### src/rtl/posit_pkg.sv
// rtl/posit_pkg.sv - shared constants, regime clamps and stage1 payload for the posit encoder
// POSIT_RNE_EN adds guard/sticky to the payload for round-to-nearest-even.
package posit_pkg;

  function automatic int log2(input int v);
    int r;
    r = 0;
    while ((1 << r) < v) r++;
    return r;
  endfunction

  localparam int N_DEF  = 8;
  localparam int ES_DEF = 3;
  localparam int RS_DEF = log2(N_DEF);

  localparam int K_MAX = N_DEF - 2;
  localparam int K_MIN = -(N_DEF - 1);

  typedef struct packed {
    logic              sign;
    logic              sat;
    logic [N_DEF-2:0]  mag;
`ifdef POSIT_RNE_EN
    logic              guard;
    logic              sticky;
`endif
  } s1_payload_t;

endpackage

### src/rtl/posit_construction_if.sv
// rtl/posit_construction_if.sv - field input and posit output handshake bundle
// Master drives fields and out_ready; slave (the encoder) drives in_ready and the result.
interface posit_construction_if #(
  parameter int N  = 8,
  parameter int ES = 3,
  parameter int RS = 3
);
  logic                 in_valid;
  logic                 in_ready;
  logic                 Sign;
  logic signed [RS:0]   RegimeValue;
  logic [ES-1:0]        Exponent;
  logic [N-ES+2:0]      Mantissa;
  logic                 out_valid;
  logic                 out_ready;
  logic [N-1:0]         Result;

  modport master (
    output in_valid, Sign, RegimeValue, Exponent, Mantissa, out_ready,
    input  in_ready, out_valid, Result
  );

  modport slave (
    input  in_valid, Sign, RegimeValue, Exponent, Mantissa, out_ready,
    output in_ready, out_valid, Result
  );
endinterface

### src/rtl/posit_regime_encoder.sv
// rtl/posit_regime_encoder.sv - left-aligned regime run for regime value k, plus run length
module posit_regime_encoder #(
  parameter int N  = 8,
  parameter int RS = 3
) (
  input  logic signed [RS:0] k,
  output logic [N:0]         pattern,
  output logic [RS:0]        len
);
  logic [RS:0] mag_k;

  always_comb begin
    mag_k   = '0;
    pattern = '0;
    len     = '0;
    if (k[RS]) begin
      // -k zeros then a terminating one; unsigned view keeps k = -2^RS representable
      mag_k   = (~$unsigned(k)) + 1'b1;
      len     = mag_k + (RS+1)'(1);
      pattern = {1'b1, {N{1'b0}}} >> mag_k;
    end else begin
      mag_k   = $unsigned(k);
      len     = mag_k + (RS+1)'(2);
      pattern = ~({(N+1){1'b1}} >> (mag_k + 1'b1));
    end
  end
endmodule

### src/rtl/posit_construction.sv
// rtl/posit_construction.sv - two-stage elastic posit encoder (regime pack, then round/sign)
// POSIT_RNE_EN selects round-to-nearest-even; otherwise the magnitude is truncated.
module posit_construction
  import posit_pkg::*;
#(
  parameter int N  = N_DEF,
  parameter int ES = ES_DEF,
  parameter int RS = RS_DEF
) (
  input  logic                clk,
  input  logic                rst_n,
  posit_construction_if.slave bus
);
  localparam int W = 2*N + ES;
  localparam logic signed [RS:0] K_HI = (RS+1)'(K_MAX);
  localparam logic signed [RS:0] K_LO = (RS+1)'(K_MIN);

  logic [N:0]    reg_pat;
  logic [RS:0]   reg_len;
  logic [W-1:0]  ext;
  logic          sat_hi, sat_lo;
  s1_payload_t   s1_d, s1_q;
  logic          s1_valid, s2_valid, s2_advance;
  logic          round_up;
  logic [N-1:0]  sum;
  logic [N-2:0]  mag_r;
  logic [N-1:0]  result_d, result_q;
  logic          unused_bits;

  posit_regime_encoder #(.N(N), .RS(RS)) u_regime (
    .k       (bus.RegimeValue),
    .pattern (reg_pat),
    .len     (reg_len)
  );

  always_comb begin
    ext = {reg_pat, {(W-N-1){1'b0}}}
        | ({bus.Exponent, bus.Mantissa[N-ES+1:0], {(W-N-2){1'b0}}} >> reg_len);
    sat_hi = (bus.RegimeValue >= K_HI);
    sat_lo = (bus.RegimeValue <= K_LO);
    s1_d      = '0;
    s1_d.sign = bus.Sign;
    s1_d.sat  = sat_hi | sat_lo;
    if (sat_hi)      s1_d.mag = '1;
    else if (sat_lo) s1_d.mag = {{(N-2){1'b0}}, 1'b1};
    else             s1_d.mag = ext[W-1 -: N-1];
`ifdef POSIT_RNE_EN
    s1_d.guard  = ext[W-N];
    s1_d.sticky = |ext[W-N-1:0];
`endif
  end

`ifdef POSIT_RNE_EN
  assign round_up    = s1_q.guard & (s1_q.sticky | s1_q.mag[0]);
  assign unused_bits = bus.Mantissa[N-ES+2];
`else
  assign round_up    = 1'b0;
  assign unused_bits = ^{bus.Mantissa[N-ES+2], ext[W-N:0]};
`endif

  always_comb begin
    sum = {1'b0, s1_q.mag} + {{(N-1){1'b0}}, round_up};
    if (s1_q.sat)     mag_r = s1_q.mag;
    else if (sum[N-1]) mag_r = '1;
    else              mag_r = sum[N-2:0];
    // zero and NaR are unreachable: the smallest magnitude is minpos
    if (mag_r == '0)  mag_r = {{(N-2){1'b0}}, 1'b1};
    result_d = s1_q.sign ? (~{1'b0, mag_r} + 1'b1) : {1'b0, mag_r};
  end

  assign s2_advance    = !s2_valid || bus.out_ready;
  assign bus.in_ready  = !s1_valid || s2_advance;
  assign bus.out_valid = s2_valid;
  assign bus.Result    = result_q;

  always_ff @(posedge clk or negedge rst_n) begin
    if (!rst_n) begin
      s1_valid <= 1'b0;
      s1_q     <= '0;
      s2_valid <= 1'b0;
      result_q <= '0;
    end else begin
      if (bus.in_ready) begin
        s1_valid <= bus.in_valid;
        if (bus.in_valid) s1_q <= s1_d;
      end
      if (s2_advance) begin
        s2_valid <= s1_valid;
        if (s1_valid) result_q <= result_d;
      end
    end
  end
endmodule

### src/flat_wrapper.sv
// flat-port wrapper written by rule: the top's interface ports become plain ports
module posit_construction_flat import posit_pkg::*;
#(
  parameter int N  = N_DEF,
  parameter int ES = ES_DEF,
  parameter int RS = RS_DEF
)
  (clk, rst_n, bus_in_valid, bus_Sign, bus_RegimeValue, bus_Exponent, bus_Mantissa, bus_out_ready, bus_in_ready, bus_out_valid, bus_Result);
  posit_construction_if #(.N(N), .ES(ES), .RS(RS)) bus_i ();
  input  logic clk;
  input  logic rst_n;
  input wire logic [$bits(bus_i.in_valid)-1:0] bus_in_valid;
  input wire logic [$bits(bus_i.Sign)-1:0] bus_Sign;
  input wire logic [$bits(bus_i.RegimeValue)-1:0] bus_RegimeValue;
  input wire logic [$bits(bus_i.Exponent)-1:0] bus_Exponent;
  input wire logic [$bits(bus_i.Mantissa)-1:0] bus_Mantissa;
  input wire logic [$bits(bus_i.out_ready)-1:0] bus_out_ready;
  output wire logic [$bits(bus_i.in_ready)-1:0] bus_in_ready;
  output wire logic [$bits(bus_i.out_valid)-1:0] bus_out_valid;
  output wire logic [$bits(bus_i.Result)-1:0] bus_Result;
  assign bus_i.in_valid = bus_in_valid;
  assign bus_i.Sign = bus_Sign;
  assign bus_i.RegimeValue = bus_RegimeValue;
  assign bus_i.Exponent = bus_Exponent;
  assign bus_i.Mantissa = bus_Mantissa;
  assign bus_i.out_ready = bus_out_ready;
  assign bus_in_ready = bus_i.in_ready;
  assign bus_out_valid = bus_i.out_valid;
  assign bus_Result = bus_i.Result;
  posit_construction #(.N(N), .ES(ES), .RS(RS)) u_core (.clk(clk), .rst_n(rst_n), .bus(bus_i));
endmodule
### config.mk
export PLATFORM = sky130hd
export DESIGN_NAME = posit_construction_flat
export DESIGN_NICKNAME = d
export VERILOG_FILES = /design/src/rtl/posit_pkg.sv /design/src/rtl/posit_construction_if.sv /design/src/rtl/posit_regime_encoder.sv /design/src/rtl/posit_construction.sv /design/src/flat_wrapper.sv
export SDC_FILE = /design/constraint.sdc
export NUM_CORES = 1
export LEC_CHECK = 0
export CAP_MARGIN = 20
export CORE_MARGIN = 5
export CORE_UTILIZATION = 40
export CTS_CLUSTER_DIAMETER = 120
export DETAILED_ROUTE_END_ITERATION = 8
export RECOVER_POWER = 100
export SLEW_MARGIN = 15
export SYNTH_ARGS = -nofsm -noshare
export SYNTH_HDL_FRONTEND = slang
export SYNTH_SLANG_ARGS = --single-unit
### constraint.sdc
create_clock -name clk -period 1.7 [get_ports clk]
set_input_delay 0.34 -clock clk [delete_from_list [all_inputs] [get_ports clk]]
set_output_delay 0.34 -clock clk [all_outputs]
set_load 0.01 [all_outputs]
==> results of run 1 <==
## cells in the mapped netlist, types with 3 or more instances
library cell | number | area (µm²)
a21oi_1 | 8 | 40.0
nor2_1 | 15 | 56.3
nand3b_1 | 3 | 22.5
nand2b_1 | 5 | 31.3
nor4_1 | 3 | 18.8
inv_1 | 9 | 33.8
a211oi_1 | 3 | 22.5
mux2i_1 | 7 | 70.1
dfrtp_1 | 18 | 450
nand2_1 | 18 | 67.6
a221o_1 | 4 | 40.0
ha_1 | 11 | 138
mux4_2 | 4 | 90.1
o31ai_1 | 4 | 30.0
xor2_1 | 5 | 43.8
o21ai_0 | 9 | 45.0
buf_2 | 3 | 15.0
## power by group through the flow
stage / Combinational [mW] / Clock (mW) / Sequential, mW
after CTS: 0.831 / 0.363 / 0.602
after global routing: 0.901 / 0.384 / 0.625
after detailed placement: 0.799 / 0 / 0.607
after floorplan: 0.375 / 0 / 0.635
after global placement: 0.777 / 0 / 0.600
final: 0.831 / 0.349 / 0.604
## through the flow
step | hold slack [ps] | util (%)
after floorplan | 44.4 | -
after global placement | 463 | 59.9
after detailed placement | 474 | 59.9
after CTS | 406 | 64.2
after global routing | 501 | 66.6
final | 478 | 66.6
## how the worst max path moves through the flow
stage	depth (start not counted)	end	slack, ps
2_1_floorplan	8	u_core.s1_q[5]	-150
3_3_place_gp	6	u_core.s1_q[0]	-710
3_5_place_dp	6	u_core.s1_q[0]	-790
4_1_cts	7	u_core.s1_q[0]	-90
5_1_grt	4	u_core.s1_q[0]	0.1
6_report	8	u_core.s1_q[5]	40
## worst max-delay path, stage by stage
cell,delay (ps)
buf_12,90
inv_6,50
ha_4,270
nand3_4,80
o221ai_4,200
nor2_1,100
a221o_1,360
a221o_1,300
## registers in the layout, indices dropped and copies added, names as in the netlist
name,cells
u_core.bus.out_valid,1
u_core.bus.Result,8
u_core.s1_q,8
u_core.s1_valid,1
## cell type report
| class | count | share of cell area (%) |
|---|---|---|
| clock buffer | 4 | 2.23 |
| inverter | 9 | 1.87 |
| multi-input combinational | 133 | 49.7 |
| sequential | 18 | 18.2 |
| tap | 48 | 2.43 |
| timing repair buffer | 75 | 25.5 |
## cells in the final DEF (no fill, tap or decap), drive strengths merged, types with 5 or more instances in the layout
| master | instances |
|---|---|
| o21ai | 9 |
| dlygate4sd3 | 10 |
| nor2 | 16 |
| ha | 11 |
| mux4 | 6 |
| mux2i | 7 |
| clkbuf | 7 |
| clkdlybuf4s50 | 7 |
| inv | 9 |
| nand2b | 5 |
| buf | 51 |
| nand2 | 19 |
| xor2 | 5 |
| a21oi | 8 |
| dfrtp | 18 |
## kinds of logic (layout without fill, tap and decap cells)
kind of cell,after synthesis,count (layout)
muxes,14,14
xor gates and xnor gates,7,7
AOI/OAI and AO/OA,42,42
DFF,18,18
adders and majority gates,11,11
and+or+nand+nor,59,59
buffers and inverters,16,88
## layer usage
layer | GRT usage (%) | wire (µm)
met5 | 0 | 0
met4 | 7.58 | 72
met3 | 1.39 | 110
met2 | 33.4 | 2390
met1 | 19.0 | 1760
## what timing repair did
item	4_1_cts	5_1_grt
hold endpoints to repair	0	0
hold buffers	0	0
setup buffers	6	2
pin swaps	4	7
endpoints found under the setup margin	12	10
resized for setup	30	26
==> impl_metrics.env, run 1 <==
export IMPL_hold_end="u_core.bus.Result[6]"
export IMPL_grt_pass1_vias=1608
export IMPL_synth_flop_cell="dfrtp_1"
export IMPL_synth_edf_count=0
export IMPL_maxSlewHeadroom_pct=35.7
export IMPL_worst_pin_slew_ps=965
export IMPL_synth_simple_area_share_pct=19.3
export IMPL_area_growth_pct=58.8
export IMPL_required_ps=1840
export IMPL_fillers=310
export IMPL_worstPathArrival_ps=1800
export IMPL_fin_skew_ps=1.35
export IMPL_peakVddDrop_mv=0.286
export IMPL_avgRoutedWirePerCell_um=15.1
export IMPL_placed_area_um2=2230
export IMPL_synth_xor_xnor_area_share_pct=3.94
export IMPL_setup_tns_ps=0
export IMPL_p_sw_share_pct=33.4
export IMPL_clk_latency_ps=260
export IMPL_nets=271
export IMPL_reg2regPathDepth=7
export IMPL_syn_area_per_cell_um2=9.33
export IMPL_synthDistinctLibCells=46
export IMPL_power_total_mw=1.78
export IMPL_die_area_um2=5240
export IMPL_drv_cap=0
export IMPL_synth_area_mux_share_pct=14.4
export IMPL_firstDrtPassIters=5
export IMPL_drive_gt1_share_pct=37.2
export IMPL_crit_path_end_kind="flop"
export IMPL_setup_worst_path_start_class="input port"
export IMPL_dr_total_vias=1544
export IMPL_clock_path_buffers=2
export IMPL_internal_power_mw=1.19
export IMPL_fmax_mhz=602
export IMPL_powerDensity_nw_per_um2=722
export IMPL_seq_area_um2=450
export IMPL_grt_pass1_wl_um=7230
export IMPL_dp_cells=276
export IMPL_core_rowCount=22
export IMPL_gr_total_overflow=0
export IMPL_hold_depth=2
export IMPL_stdcell_count=287
export IMPL_ant_nets=0
export IMPL_hold_class="reg -> reg"
export IMPL_rr_startpoint="u_core.s1_q[2]"
export IMPL_globalplace_congestion=0.914
export IMPL_cts_htree_levels=1
export IMPL_crit_type="in -> reg"
export IMPL_async_flop_share_pct=100
export IMPL_cts_root_buf="clkbuf_8"
export IMPL_ys_seq_area_share_pct=28.9
export IMPL_multi_input_area_um2=1230
export IMPL_status="finished, final reports clean"
export IMPL_rsz0062_at_grt="no"
export IMPL_r2r_end="u_core.bus.Result[6]"
export IMPL_layout_setup_ws_ps=40.0
export IMPL_reg2reg_setup_slack_ps=130
export IMPL_track_usage_pct=17.3
export IMPL_cts_made_buffers=3
export IMPL_syn_inst=167
export IMPL_coreArea_um2=3720
export IMPL_synth_area_um2=1560
export IMPL_hold_violations=0
export IMPL_io_pins=30
export IMPL_clkPwrFrac_pct=19.6
export IMPL_die_h_um=72.4
export IMPL_cts_tree="yes"
export IMPL_drtIter0Drc=57
export IMPL_hp_start="u_core.bus.Result[6]"
export IMPL_start_util_pct=41.9
export IMPL_p_seq_share_pct=33.9
export IMPL_fin_crit_ps=1660
export IMPL_report_final_slew_viol_count=0
export IMPL_post_route_period_util_pct=97.6
export IMPL_routed_wl_um=4330
export IMPL_antennaDiodeCount=0
export IMPL_synth_net_count=198
export IMPL_p_sw_uw=596
export IMPL_place_ws_ps=-794
export IMPL_drcViolationCount=0
export IMPL_startpoint="bus_RegimeValue[1]"
export IMPL_final_area_um2=2470
export IMPL_crit_fanout=7
export IMPL_ys_warnings_count=0
export IMPL_antenna_found_initial=0
export IMPL_grt_max_degree=19
export IMPL_clk_pin_slew_ps=70
export IMPL_finalSetupViolations=0
export IMPL_p_leak_nw=1.09
export IMPL_place_hpwl_um=3450
export IMPL_viasPerCell=5.38
export IMPL_yosys_area_share_adder_pct=8.84
export IMPL_synth_compound_area_share_pct=19.6
export IMPL_ys_ff_latch=18
export IMPL_combinationalPowerShare_pct=46.6
export IMPL_port_buffer_count=25
export IMPL_synth_top_family_by_area="compound AO/OA/AOI/OAI gates"
export IMPL_numClockSinks=18
export IMPL_die_x_um=72.4
Power figures use the tool's default switching activity.
==> inputs of run 2 (changes only) <==
--- a/config.mk
+++ b/config.mk
@@ -10,6 +10,7 @@
 export CORE_UTILIZATION = 40
 export CTS_CLUSTER_DIAMETER = 120
 export DETAILED_ROUTE_END_ITERATION = 8
+export GPL_ROUTABILITY_DRIVEN = 0
 export RECOVER_POWER = 100
 export SLEW_MARGIN = 15
 export SYNTH_ARGS = -nofsm -noshare
==> impl_metrics.env, run 2 (synthesis gave the netlist of run 1 again) <==
export IMPL_fin_crit_ps=1640
export IMPL_drcViolationCount=0
export IMPL_worstPathArrival_ps=1770
export IMPL_hold_buffers=0
export IMPL_crit_path_end_kind="flop"
export IMPL_port_buffer_count=25
export IMPL_numClockSinks=18
export IMPL_worst_pin_slew_ps=976
export IMPL_coreArea_um2=3720
export IMPL_grtUsageMet3_pct=1.66
export IMPL_grt_busiest_layer="met2"
export IMPL_drtIter0Drc=49
export IMPL_hold_violations=0
export IMPL_clkPwrFrac_pct=16.6
export IMPL_p_sw_uw=590
export IMPL_reg2reg_setup_slack_ps=100
export IMPL_peakVddDrop_mv=0.284
export IMPL_startpoint="bus_RegimeValue[3]"
export IMPL_r2r_end="u_core.bus.Result[6]"
export IMPL_grt_use_met2_pct=31.4
export IMPL_area_growth_pct=56.2
export IMPL_status="finished, final reports clean"
export IMPL_dr_total_vias=1497
export IMPL_cts_tree="yes"
export IMPL_seq_area_um2=450
export IMPL_die_x_um=72.4
export IMPL_setup_tns_ps=0
export IMPL_cts_made_buffers=3
export IMPL_antennaDiodeCount=0
export IMPL_drive_gt1_share_pct=36.0
export IMPL_grt_pass1_vias=1565
export IMPL_fin_skew_ps=7.08
export IMPL_grt_util_met1_pct=18.4
export IMPL_combinationalPowerShare_pct=48.7
export IMPL_antenna_found_initial=0
export IMPL_p_sw_share_pct=33.5
export IMPL_internal_power_mw=1.17
export IMPL_p_leak_nw=1.07
export IMPL_fmax_mhz=609
export IMPL_finalSetupViolations=0
export IMPL_die_area_um2=5240
export IMPL_most_common_layout_cells="43 x buf_4, 18 x dfrtp_1, 17 x nand2_1"
export IMPL_maxSlewHeadroom_pct=34.9
export IMPL_viasPerCell=5.27
export IMPL_crit_fanout=4
export IMPL_grt_pass1_wl_um=7030
export IMPL_reg2regPathDepth=7
export IMPL_gr_total_overflow=0
export IMPL_nets=269
export IMPL_endpoint="u_core.s1_q[0]"
export IMPL_crit_type="in -> reg"
export IMPL_routed_wl_um=4160
export IMPL_dp_cells=276
export IMPL_clk_latency_ps=250
export IMPL_report_final_slew_viol_count=0
export IMPL_clock_path_buffers=2
export IMPL_cts_htree_levels=1
export IMPL_clk_pin_slew_ps=60
export IMPL_post_route_period_util_pct=96.5
export IMPL_start_util_pct=41.9
export IMPL_ant_nets=0
export IMPL_avgRoutedWirePerCell_um=14.6
export IMPL_fillers=308
export IMPL_firstDrtPassIters=4
export IMPL_cts_root_buf="clkbuf_8"
export IMPL_p_seq_share_pct=34.7
export IMPL_multi_input_area_um2=1190
export IMPL_final_common_cell="buf_4"
export IMPL_powerDensity_nw_per_um2=722
export IMPL_die_h_um=72.4
export IMPL_io_pins=30
export IMPL_core_rowCount=22
export IMPL_grt_max_degree=19
export IMPL_rsz0062_at_grt="yes"
export IMPL_track_usage_pct=16.7
export IMPL_drv_cap=0
export IMPL_required_ps=1820
export IMPL_rr_startpoint="u_core.s1_q[2]"
export IMPL_hold_class="reg -> reg"
export IMPL_setup_worst_path_start_class="input port"
export IMPL_stdcell_count=284
export IMPL_place_hpwl_um=3240
export IMPL_power_total_mw=1.76
run 2: metal layers:
metal | share of wire [%] | wire [µm]
met5 | 0 | 0
met4 | 3.3 | 137
met3 | 2.5 | 106
met2 | 53 | 2210
met1 | 41 | 1700
run 2: how the worst min path moves through the flow:
stage,from,end,cells after the start
3_5_place_dp,u_core.bus.Result[5],u_core.bus.Result[5],2
6_report,u_core.bus.Result[5],u_core.bus.Result[5],2
5_1_grt,u_core.s1_valid,u_core.bus.out_valid,1
3_3_place_gp,u_core.bus.Result[1],u_core.bus.Result[1],2
4_1_cts,rst_n,u_core.s1_valid,2
2_1_floorplan,rst_n,u_core.bus.Result[0],0
run 2: repair_timing:
item | 4_1_cts | 5_1_grt
setup buffers | 7 | 0
gates cloned | 0 | 0
endpoints found under the setup margin | 10 | 9
pin swaps | 5 | 6
resized for setup | 32 | 23
run 2: worst max-delay path, stage by stage:
cell,delay (ps)
buf_2,120
or2b_1,270
nand2_4,100
mux4_2,540
a2111oi_4,300
a21oi_1,100
run 2: area by class of cell:
class	count	area share [%]
well taps	48	2.47
flip-flops and latches	18	18.5
inverters	9	2.01
multi-input cells	133	49.1
repair buffers	73	26.2
clock buffers	3	1.70
run 2: power groups by stage:
| stage | Sequential [mW] | Clock (mW) | Combinational [mW] |
|---|---|---|---|
| floorplan | 0.635 | 0 | 0.375 |
| global placement | 0.600 | 0 | 0.778 |
| detailed placement | 0.603 | 0 | 0.789 |
| CTS | 0.600 | 0.299 | 0.841 |
| global route | 0.624 | 0.319 | 0.935 |
| finish | 0.610 | 0.292 | 0.856 |
run 2: per-stage QoR:
stage | hold WS, ps | setup slack [ps] | util, % | area, µm²
detailed placement | 469 | -762 | 59.9 | 2230
CTS | 414 | -78.9 | 64.3 | 2390
global placement | 463 | -711 | 59.9 | 2230
global route | 505 | -11.7 | 65.5 | 2430
floorplan | 44.4 | -154 | - | 1670
finish | 478 | 59.2 | 65.5 | 2430
==> inputs of run 3 (changes only) <==
--- a/config.mk
+++ b/config.mk
@@ -5,6 +5,7 @@
 export SDC_FILE = /design/constraint.sdc
 export NUM_CORES = 1
 export LEC_CHECK = 0
+export ABC_AREA = 1
 export CAP_MARGIN = 20
 export CORE_MARGIN = 5
 export CORE_UTILIZATION = 40
==> impl_metrics.env, run 3 <==
export IMPL_core_rowCount=22
export IMPL_status="finished, final reports clean"
export IMPL_grt_pass1_wl_um=5880
export IMPL_drive_gt1_share_pct=20.7
export IMPL_drtIter0Drc=45
export IMPL_routed_wl_um=3490
export IMPL_drcViolationCount=0
export IMPL_crit_type="reg -> out"
export IMPL_syn_area_per_cell_um2=6.73
export IMPL_clock_path_buffers=2
export IMPL_grt_pass1_vias=1442
export IMPL_crit_fanout=2
export IMPL_cts_htree_levels=1
export IMPL_maxSlewHeadroom_pct=37.3
export IMPL_die_area_um2=4940
export IMPL_die_h_um=70.3
export IMPL_cts_tree="yes"
export IMPL_clk_pin_slew_ps=100
export IMPL_placed_area_um2=2020
export IMPL_worst_path_max_delay_cell="dlygate4sd3_1"
export IMPL_area_growth_pct=45.4
export IMPL_syn_inst=216
export IMPL_die_x_um=70.3
export IMPL_fin_crit_ps=1620
export IMPL_fin_skew_ps=2.42
export IMPL_ant_nets=0
export IMPL_ys_ff_latch=18
export IMPL_power_total_mw=1.67
export IMPL_yosysTopAreaCellShare_pct=31.0
export IMPL_synth_edf_count=0
export IMPL_path_buf_inv=1
export IMPL_internal_power_mw=1.08
export IMPL_max_stage_delay_ps=600
export IMPL_viasPerCell=4.73
export IMPL_hold_class="reg -> reg"
export IMPL_ys_seq_area_share_pct=31.0
export IMPL_p_sw_uw=598
export IMPL_io_pins=30
export IMPL_antenna_found_initial=0
export IMPL_antennaDiodeCount=0
export IMPL_firstDrtPassIters=5
export IMPL_startpoint="u_core.bus.Result[2]"
export IMPL_start_util_pct=40.6
export IMPL_synthDistinctLibCells=27
export IMPL_gr_total_overflow=0
export IMPL_peakVddDrop_mv=0.257
export IMPL_synth_area_leaders="dfrtp_1 31%, nand2_1 18%, ha_1 9.5%"
export IMPL_clkPwrFrac_pct=15.6
export IMPL_yosys_top_cells_count="68 x nand2_1, 31 x inv_1, 23 x nand3_1, 18 x dfrtp_1, 16 x o21ai_0"
export IMPL_report_final_slew_viol_count=0
export IMPL_place_hpwl_um=2830
export IMPL_dr_total_vias=1551
export IMPL_critPathTopFamily="buffers and inverters"
export IMPL_crit_path_end_kind="output port"
export IMPL_avgRoutedWirePerCell_um=10.7
export IMPL_synth_top_area_cell="dfrtp_1"
export IMPL_cts_made_buffers=3
export IMPL_final_area_um2=2110
export IMPL_hp_start="u_core.bus.Result[6]"
export IMPL_final_common_cell="nand2_1"
export IMPL_post_route_period_util_pct=95.3
export IMPL_drv_cap=0
export IMPL_hold_violations=0
export IMPL_p_sw_share_pct=35.7
export IMPL_combinationalPowerShare_pct=47.8
export IMPL_async_flop_share_pct=100
export IMPL_numClockSinks=18
export IMPL_worst_pin_slew_ps=940
export IMPL_finalSetupViolations=0
export IMPL_synth_net_count=247
export IMPL_worstPathArrival_ps=1280
export IMPL_yosysMostFrequentCell="nand2_1"
export IMPL_port_buffer_count=25
export IMPL_ys_warnings_count=0
export IMPL_required_ps=1360
export IMPL_powerDensity_nw_per_um2=792
export IMPL_setup_worst_path_start_class="flop"
export IMPL_most_common_layout_cells="64 x nand2_1, 31 x buf_4, 28 x inv_1"
export IMPL_fmax_mhz=618
export IMPL_crit_chain="dlygate4sd3_1"
export IMPL_p_seq_share_pct=36.6
export IMPL_clk_latency_ps=290
export IMPL_coreArea_um2=3580
export IMPL_track_usage_pct=14.4
export IMPL_grt_max_degree=19
export IMPL_synth_area_um2=1450
export IMPL_synth_flop_cell="dfrtp_1"
export IMPL_rr_startpoint="u_core.s1_q[5]"
export IMPL_cts_root_buf="clkbuf_4"
export IMPL_p_leak_nw=1.13
export IMPL_nets=312
[run 3: metrics by stage]
step	utilization (%)	hold slack, ps	setup WS, ps	setup TNS (ps)	instances
2_1_floorplan	-	44.4	99.6	0	216
3_3_place_gp	56.4	467	-428	-2760	322
3_5_place_dp	56.4	473	-455	-2930	322
4_1_cts	58.1	374	-7.78	-11.4	327
5_1_grt	59.1	529	-27.8	-27.8	328
6_report	59.1	486	80.7	0	328
[run 3: worst paths after layout]
kind	end	slack (ps)	depth (start not counted)
worst max-delay path	bus_Result[2]	80	1
worst min-delay path	u_core.bus.Result[6]	490	2
worst max register to register	u_core.bus.Result[6]	100	10
worst min register to register	u_core.bus.Result[6]	490	2
max in group asynchronous	u_core.s1_q[4]	430	2
min in group asynchronous	u_core.bus.Result[6]	700	2
[run 3: what timing repair did]
item / 4_1_cts / 5_1_grt
endpoints found under the setup margin: 8 / 9
endpoints found under the hold margin: 0 / 0
pin swaps: 3 / 7
hold buffers: 0 / 0
gates resized for setup: 12 / 15
setup buffers: 1 / 1
[run 3: area by class of cell]
| class | instances | area [µm²] |
|---|---|---|
| Multi-Input combinational cell | 163 | 922 |
| Tap cell | 48 | 60.1 |
| Clock buffer | 4 | 36.3 |
| Fill cell | 339 | 1460 |
| Inverter | 32 | 120 |
| Timing Repair Buffer | 63 | 526 |
| Sequential cell | 18 | 450 |
[run 3: worst min-delay path: stages, from the launching register on]
cell     delay [ps]
dfrtp_1         350
nand2_1          50
o21ai_0          60
[run 3: cell families after synthesis]
| logic type | count (synthesis) | synth area share [%] |
|---|---|---|
| AND/OR/NAND/NOR | 113 | 33.0 |
| buffers and inverters | 35 | 9.29 |
| AO/OA/AOI/OAI | 34 | 13.7 |
| flip-flops | 18 | 31.0 |
| adder cells (fa/ha/maj) | 11 | 9.47 |
| XOR/XNOR | 5 | 3.53 |
[run 3: layer usage]
layer / track usage (%) / vias up / share of wire (%)
li1: - / 828 / -
met1: 13.9 / 664 / 40
met2: 29.3 / 47 / 52
met3: 2.16 / 12 / 6.1
met4: 6.17 / 0 / 2.6
met5: 0 / - / 0
[run 3: power groups by stage]
stage	Combinational [mW]	Clock [mW]	Sequential [mW]
finish	0.801	0.261	0.612
global route	0.904	0.293	0.632
CTS	0.825	0.269	0.616
detailed placement	0.816	0	0.625
global placement	0.813	0	0.621
floorplan	0.350	0	0.664
